**src/rtl/ram_pkg.sv**
```systemverilog
// Shared types and constants for the four_by_four_ram access path.
// Latency: n/a (declarations only).
// Backpressure: n/a.
`timescale 1ns/1ps
package ram_pkg;

  localparam int ADDR_W_DEF = 2;
  localparam int DATA_W_DEF = 4;

  // RAM rw_i convention: high reads, low writes.
  localparam logic RW_READ  = 1'b1;
  localparam logic RW_WRITE = 1'b0;

  typedef enum logic [2:0] {
    ST_INIT,
    ST_IDLE,
    ST_WRITE,
    ST_READ,
    ST_RESP
  } state_t;

endpackage

```
**src/rtl/ram_access_ctrl.sv**
```systemverilog
// Host-side master for the four_by_four_ram sel/rw/data port, with a post-reset clear sweep.
// Latency: write drives the RAM the cycle after accept; read response is valid RD_LAT+1 edges after accept.
// Backpressure: one request at a time; req_ready_o drops until a write issues or a read response is taken.
// Ports: Clk, rst_ni (async active-low, release expected to be synchronous upstream);
//   req_* host request (valid/ready, rw 1=read, sel, data); rsp_* read response (valid/ready, data);
//   init_done_o sticky sweep-finished flag; ram_sel_o/ram_rw_o/ram_data_o to the RAM, ram_data_i from it.
`timescale 1ns/1ps
module ram_access_ctrl
  import ram_pkg::*;
#(
  parameter int                ADDR_W         = ADDR_W_DEF,
  parameter int                DATA_W         = DATA_W_DEF,
  parameter int                RD_LAT         = 1,
  parameter bit                CLEAR_ON_RESET = 1'b1,
  parameter logic [DATA_W-1:0] INIT_VAL       = '0
) (
  input  logic              Clk,
  input  logic              rst_ni,
  input  logic              req_valid_i,
  output logic              req_ready_o,
  input  logic              req_rw_i,
  input  logic [ADDR_W-1:0] req_sel_i,
  input  logic [DATA_W-1:0] req_data_i,
  output logic              rsp_valid_o,
  input  logic              rsp_ready_i,
  output logic [DATA_W-1:0] rsp_data_o,
  output logic              init_done_o,
  output logic [ADDR_W-1:0] ram_sel_o,
  output logic              ram_rw_o,
  output logic [DATA_W-1:0] ram_data_o,
  input  logic [DATA_W-1:0] ram_data_i
);

  localparam int              DEPTH     = 2**ADDR_W;
  localparam logic [ADDR_W:0] LAST_CNT  = (ADDR_W+1)'(DEPTH);
  localparam logic [1:0]      LAT_LD    = 2'(RD_LAT);
  localparam state_t          RST_STATE = CLEAR_ON_RESET ? ST_INIT : ST_IDLE;

  state_t            r_state, w_state_nxt;
  logic [ADDR_W:0]   r_init_cnt, w_init_cnt_nxt;
  logic [1:0]        r_lat_cnt, w_lat_cnt_nxt;
  logic [ADDR_W-1:0] w_ram_sel_nxt;
  logic              w_ram_rw_nxt;
  logic [DATA_W-1:0] w_ram_data_nxt;
  logic              w_rsp_valid_nxt;
  logic [DATA_W-1:0] w_rsp_data_nxt;
  logic              w_init_done_nxt;
  logic              w_accept;

  assign req_ready_o = (r_state == ST_IDLE);
  assign w_accept    = req_valid_i && req_ready_o;

  always_comb begin
    w_state_nxt     = r_state;
    w_init_cnt_nxt  = r_init_cnt;
    w_lat_cnt_nxt   = r_lat_cnt;
    w_ram_sel_nxt   = ram_sel_o;
    w_ram_rw_nxt    = RW_READ;
    w_ram_data_nxt  = ram_data_o;
    w_rsp_valid_nxt = rsp_valid_o;
    w_rsp_data_nxt  = rsp_data_o;
    w_init_done_nxt = init_done_o;

    case (r_state)
      ST_INIT: begin
        // Counter runs one past the last word so the final write gets its
        // full cycle before the FSM releases the port.
        if (r_init_cnt == LAST_CNT) begin
          w_state_nxt     = ST_IDLE;
          w_init_done_nxt = 1'b1;
        end else begin
          w_ram_sel_nxt  = r_init_cnt[ADDR_W-1:0];
          w_ram_rw_nxt   = RW_WRITE;
          w_ram_data_nxt = INIT_VAL;
          w_init_cnt_nxt = r_init_cnt + (ADDR_W+1)'(1);
        end
      end
      ST_IDLE: begin
        if (w_accept) begin
          w_ram_sel_nxt = req_sel_i;
          if (req_rw_i == RW_WRITE) begin
            w_state_nxt    = ST_WRITE;
            w_ram_rw_nxt   = RW_WRITE;
            w_ram_data_nxt = req_data_i;
          end else begin
            w_state_nxt   = ST_READ;
            w_lat_cnt_nxt = LAT_LD;
          end
        end
      end
      // RAM commits at the end of this cycle; rw falls back to read by default.
      ST_WRITE: w_state_nxt = ST_IDLE;
      // First READ cycle presents the command; RD_LAT more cycles cover the
      // RAM pipe, and the last one samples its output.
      ST_READ: begin
        if (r_lat_cnt == 2'd0) begin
          w_rsp_data_nxt  = ram_data_i;
          w_rsp_valid_nxt = 1'b1;
          w_state_nxt     = ST_RESP;
        end else begin
          w_lat_cnt_nxt = r_lat_cnt - 2'd1;
        end
      end
      ST_RESP: begin
        if (rsp_ready_i) begin
          w_rsp_valid_nxt = 1'b0;
          w_state_nxt     = ST_IDLE;
        end
      end
      default: w_state_nxt = RST_STATE;
    endcase
  end

  always_ff @(posedge Clk or negedge rst_ni) begin
    if (!rst_ni) begin
      r_state     <= RST_STATE;
      r_init_cnt  <= '0;
      r_lat_cnt   <= '0;
      ram_sel_o   <= '0;
      ram_rw_o    <= RW_READ;
      ram_data_o  <= '0;
      rsp_valid_o <= 1'b0;
      rsp_data_o  <= '0;
      init_done_o <= !CLEAR_ON_RESET;
    end else begin
      r_state     <= w_state_nxt;
      r_init_cnt  <= w_init_cnt_nxt;
      r_lat_cnt   <= w_lat_cnt_nxt;
      ram_sel_o   <= w_ram_sel_nxt;
      ram_rw_o    <= w_ram_rw_nxt;
      ram_data_o  <= w_ram_data_nxt;
      rsp_valid_o <= w_rsp_valid_nxt;
      rsp_data_o  <= w_rsp_data_nxt;
      init_done_o <= w_init_done_nxt;
    end
  end

endmodule
```
**config.mk**
```make
export PLATFORM = sky130hd
export DESIGN_NAME = ram_access_ctrl
export DESIGN_NICKNAME = d
export VERILOG_FILES = /design/src/rtl/ram_pkg.sv /design/src/rtl/ram_access_ctrl.sv
export SDC_FILE = /design/constraint.sdc
export NUM_CORES = 1
export LEC_CHECK = 0
export CAP_MARGIN = 20
export CORE_MARGIN = 2
export CORE_UTILIZATION = 45
export DETAILED_ROUTE_END_ITERATION = 10
export GPL_TIMING_DRIVEN = 0
export PLACE_DENSITY = 0.77
export SKIP_CTS_REPAIR_TIMING = 1
export SYNTH_ARGS = -nofsm -noshare
export SYNTH_HDL_FRONTEND = slang
export SYNTH_SLANG_ARGS = --single-unit
```
**constraint.sdc**
```tcl
create_clock -name Clk -period 1.8 [get_ports Clk]
set_input_delay 0.36 -clock Clk [delete_from_list [all_inputs] [get_ports Clk]]
set_output_delay 0.36 -clock Clk [all_outputs]
set_load 0.05 [all_outputs]
```
[Yosys cells after proc, flatten, opt, wreduce, memory -nomap -nowiden]
Cells that the tools add are included.
Operators by class
  add/sub/neg operators: 2
  $mul: 0
  div/mod/pow operators: 0
  magnitude comparators: 0
  eq/ne operators: 13
  shifts and indexed selects: 0
  mux-type cells: 24
  bitwise logic cells: 1
  reduce and logical (&&, ||, !) cells: 14
Operator list (number)
  $pmux W3 S5: 1
  $mux W3: 4
  $mux W4: 3
  $ne A2 B2 Y1 const B: 6
  $reduce_and A4 Y1: 3
  $mux W2: 5
  $pmux W2 S2: 2
  $pmux W4 S2: 1
  $eq A3 B2 Y1 const B: 2
  $eq A3 B3 Y1 const B: 2
  $mux W1: 6
  $reduce_and A2 Y1: 3
  $reduce_and A3 Y1: 2
  $reduce_bool A2 Y1: 3
  $ne A2 B1 Y1 const B: 2
  $pmux W1 S2: 2
  $add A3 B1 Y3 const B: 1
  $eq A3 B1 Y1 const B: 1
  $logic_not A3 Y1: 1
  $logic_not A2 Y1: 1
  $sub A2 B1 Y2 const B: 1
  $logic_and A1 B1 Y1: 1
  $not A1 Y1: 1
Storage, ports and cells
  flip-flop bits (word level): 21
  latch bits: 0
  bits in writable memories: 0
  memory bits (read-only): 0
  input port bits: 15
  word-level logic and storage cells: 63
  memories kept: 0

[Logic depth before layout (Yosys ltp)]
  depth in word-level cells: 4
  mapped depth: 7

[Worst setup path after synthesis]
No wires, ideal clock.
  path type: register -> output
  start point: reg r_state[2]
  end point: out req_ready_o
  data arrival time: 1.277 ns
  slack: 0.163 ns
  stages on the path, launching flop included: 3
  path buffers: 0
  cells stage by stage: dfrtp_1 > nand2b_1 > nor2_1
Between the ends
  cells in the longest elaborated chain, start to end: 1
Ends and longest elaborated chain
  from (decl): line ram_access_ctrl.sv:39  | state_t r_state, w_state_nxt;
  from (signal assigned): line ram_access_ctrl.sv:126  | r_state <= w_state_nxt;
  $eq A3 B1 Y1: line ram_access_ctrl.sv:50  | assign req_ready_o = (r_state == ST_IDLE);
  to (decl): line ram_access_ctrl.sv:20  | output logic req_ready_o,
Every way passes these cells.

[Worst setup path in the final report]
  start point: reg r_state[1]
  end point: out req_ready_o
Same word-level chain as after synthesis.

==> summary.md <==
| Metric | Value |
|---|---|
| Status | complete, no violations |
| Die Wd | 49.97 µm |
| CTS max path bufs | 2 |
| CP endpoint kind | output port |
| EDFF count, synth | 0 |
| Sw power | 1.031 mW |
| Initial antenna violation count | 0 |
| CTS tree | yes |
| Max-slew violations | 0 |
| Final setup fails | 0 |
| Global placement routability congestion | 0.7801 |
| Met3 WL | 92 µm |
| Flop pwr share | 0.341 |
| Worst Hold Class | reg -> reg |
| Top Ports | 29 |
| Initial Util | 0.4798 |
| Clock Latency Late Sink | 0.29 ns |
| Synthesized instance count | 86 |
| CP max stage cell | dfrtp_1 |
| Largest cells by area after synthesis | dfrtp_1 (53%), mux2_1 (4.7%), ha_1 (3.9%), a22o_1 (3.7%), nand2_1 (3.2%) |
| Unrepaired setup endpoints after global routing | no |
| Switching Fraction | 0.4696 |
| Register area share after synthesis | 0.5539 |
| Cell taking the most area after synthesis | dfrtp_1 |
| Pin count of the biggest net entering global routing | 22 |
| Crit path max-delay family | buffers and inverters |
| CTS Buf Count | 3 |
| Buf/Inv on CP | 2 |
| Nets | 137 |
| Routed length per instance | 12.54 µm |
| Measured slew at the worst slew-check pin | 0.9001 ns |
| Crit path DAT | ~1.3 ns |
| Top FF cell, synth | dfrtp_1 |
| CTS H-tree depth | 1 |
| Antenna Nets Post-Route | 0 |
| Max layer used | met4 |
| Row count | 16 |
| Max VDD drop | 1.070 mV |
| Post-Syn Area | 950.9 µm² |
| Gr usage total | 0.1586 |
| Number of synthesized register bits | 21 |
| First-pass GRT wire length | 3070 µm |
| Most common library cells after synthesis | dfrtp_1 (20), nand2_1 (8), nor2_1 (8) |
| Num Clock Sinks | 21 |
| # DRC | 0 |
| CP cell instances | clkbuf_1, nor2_1, clkbuf_4 |
| Total vias in the final route | 751 |
| Fmax | 586.6 MHz |
| Max-slew headroom | 0.3980 |
| Fin crit share | 0.9471 |
| Worst Hold Margin | 0.4841 ns |
| Internal Pwr Total | 1.164 mW |
| Post-detail-place hpwl | around 1300 µm |
| CP required | around 1.4 ns |
| Critical path peak fanout | 10 |
| Crit path time final | roughly 1.7 ns |
| Via density | 5.179 |
| Hold Fails Final Rpt | 0 |
| Most numerous cell in the Yosys netlist | dfrtp_1 |
| Power density over the cells | ~1700 nW/µm² |
| Drt initial violations | 11 |
| Post-route clock skew | 0.003331 ns |
| Pre-CTS setup slack | -0.1329 ns |
| Clock slew at reported path FFs | 0.11 ns |
| Fillers | 161 |
| Mapped Nets | around 100 |
| CP peak stage delay | 0.38 ns |
| Worst Setup Start Kind | register |
| Synth top area share | 0.5263 |
| Clock root buffer | clkbuf_4 |
| Final wirelength | 1818 µm |
| Max_cap viols | 0 |
| # diodes | 0 |
| M1 WL | 883 µm |
| Leak | 0.6553 nW |
| Post-synth cell types | 31 |
| Wire length on met2 | 818 µm |
| Die Area | 2497 µm² |
| Overflow after GRT | 0 |
| WS Path Type | reg -> out |
| YS warnings | 0 |
| Core area | slightly below 2000 µm² |
| Async set-or-reset flop fraction in the synthesized netlist | 1.000 |
| Post-synthesis average cell area | 11.06 µm² |
| Gate power share | 0.557 |
| Vias in the first global route | about 750 |
| Die height | 49.97 µm |
| Detailed Routing Iterations Pass 1 | 4 |
| Clock share of power | 0.102 |
| Final worst slack | around 0.095 ns |
| Layout area overhead | 38.95% |
| Share of cells above drive strength 1 | 0.07627 |
| Port Buffers | 28 |
[sequential cells by signal, summed over array words and instances, names as in the netlist]
signal / flops
rsp_data_o: 4
rsp_valid_o: 1
r_init_cnt: 3
r_state: 3
init_done_o: 1
ram_data_o: 4
r_lat_cnt: 2
ram_sel_o: 2
ram_rw_o: 1
[layout by cell type (no fill, tap or decap), types with 2 or more instances in the layout]
cell type,instances
clkbuf_1,2
xnor2_1,2
o21ai_1,3
clkdlybuf4s50_1,14
nand2_1,8
nor2_1,8
ha_1,3
mux2_1,4
o21ai_0,2
dlymetal6s2s_1,13
clkbuf_4,4
a22o_1,4
dfrtp_1,20
o22ai_1,3
inv_1,6
a21oi_1,4
[area by class of cell]
| type | count | area, µm² | share of cell area |
|---|---|---|---|
| flip-flops and latches | 21 | 526.8 | 0.3987 |
| inverters | 6 | 22.52 | 0.01705 |
| repair buffers | 28 | 310.3 | 0.2348 |
| multi-input cells | 57 | 392.9 | 0.2973 |
| well taps | 27 | 33.78 | 0.02557 |
| clock buffers | 4 | 26.28 | 0.01989 |
| plain buffers | 2 | 8.758 | 0.006629 |
[power by group through the flow]
stage                     clock network (mW)  logic, mW  registers (mW)
after floorplan                            0      0.467            1.15
after global placement                     0       1.23           0.754
after detailed placement                   0       1.25           0.762
after CTS                              0.227       1.25           0.754
after global routing                   0.259       1.30           0.772
final                                  0.223       1.22           0.749
[cells by family after synthesis]
group	synth area share
buffers and inverters	0.03288
DFF	0.5540
xor gates and xnor gates	0.01842
adders and majority gates	0.03948
muxes	0.04737
and+or+nand+nor	0.1382
AOI/OAI and AO/OA	0.1697
[routing by layer]
layer | vias up | track usage
met5 | - | 0
met2 | 22 | 0.2667
met4 | 0 | 0.05556
met1 | 357 | 0.2091
li1 | 368 | -
met3 | 4 | 0.02121
[final timing paths]
path                                   from             to  slack [ns]  cells after the start
max in group asynchronous            rst_ni  rsp_data_o[2]        0.69                      1
min in group asynchronous            rst_ni  ram_data_o[1]        0.56                      1
worst max register to register   r_state[2]  ram_data_o[2]        0.34                      4
worst max-delay path             r_state[1]    req_ready_o         0.1                      3
worst min register to register  init_done_o    init_done_o        0.48                      1
worst min-delay path            init_done_o    init_done_o        0.48                      1
[stage by stage]
stage	std cells	total power, mW	setup TNS, ns	instance area [µm²]	util
final	145	2.195	0	1321	0.6667
after global routing	145	2.332	0	1321	0.6667
after CTS	145	2.232	-1.074	1291	0.6515
after detailed placement	141	2.008	-0.1718	1265	0.6383
after global placement	141	1.988	-0.1210	1265	0.6383
after floorplan	86	1.617	0	950.9	-
No activity file was read; power rests on OpenSTA's default activity.
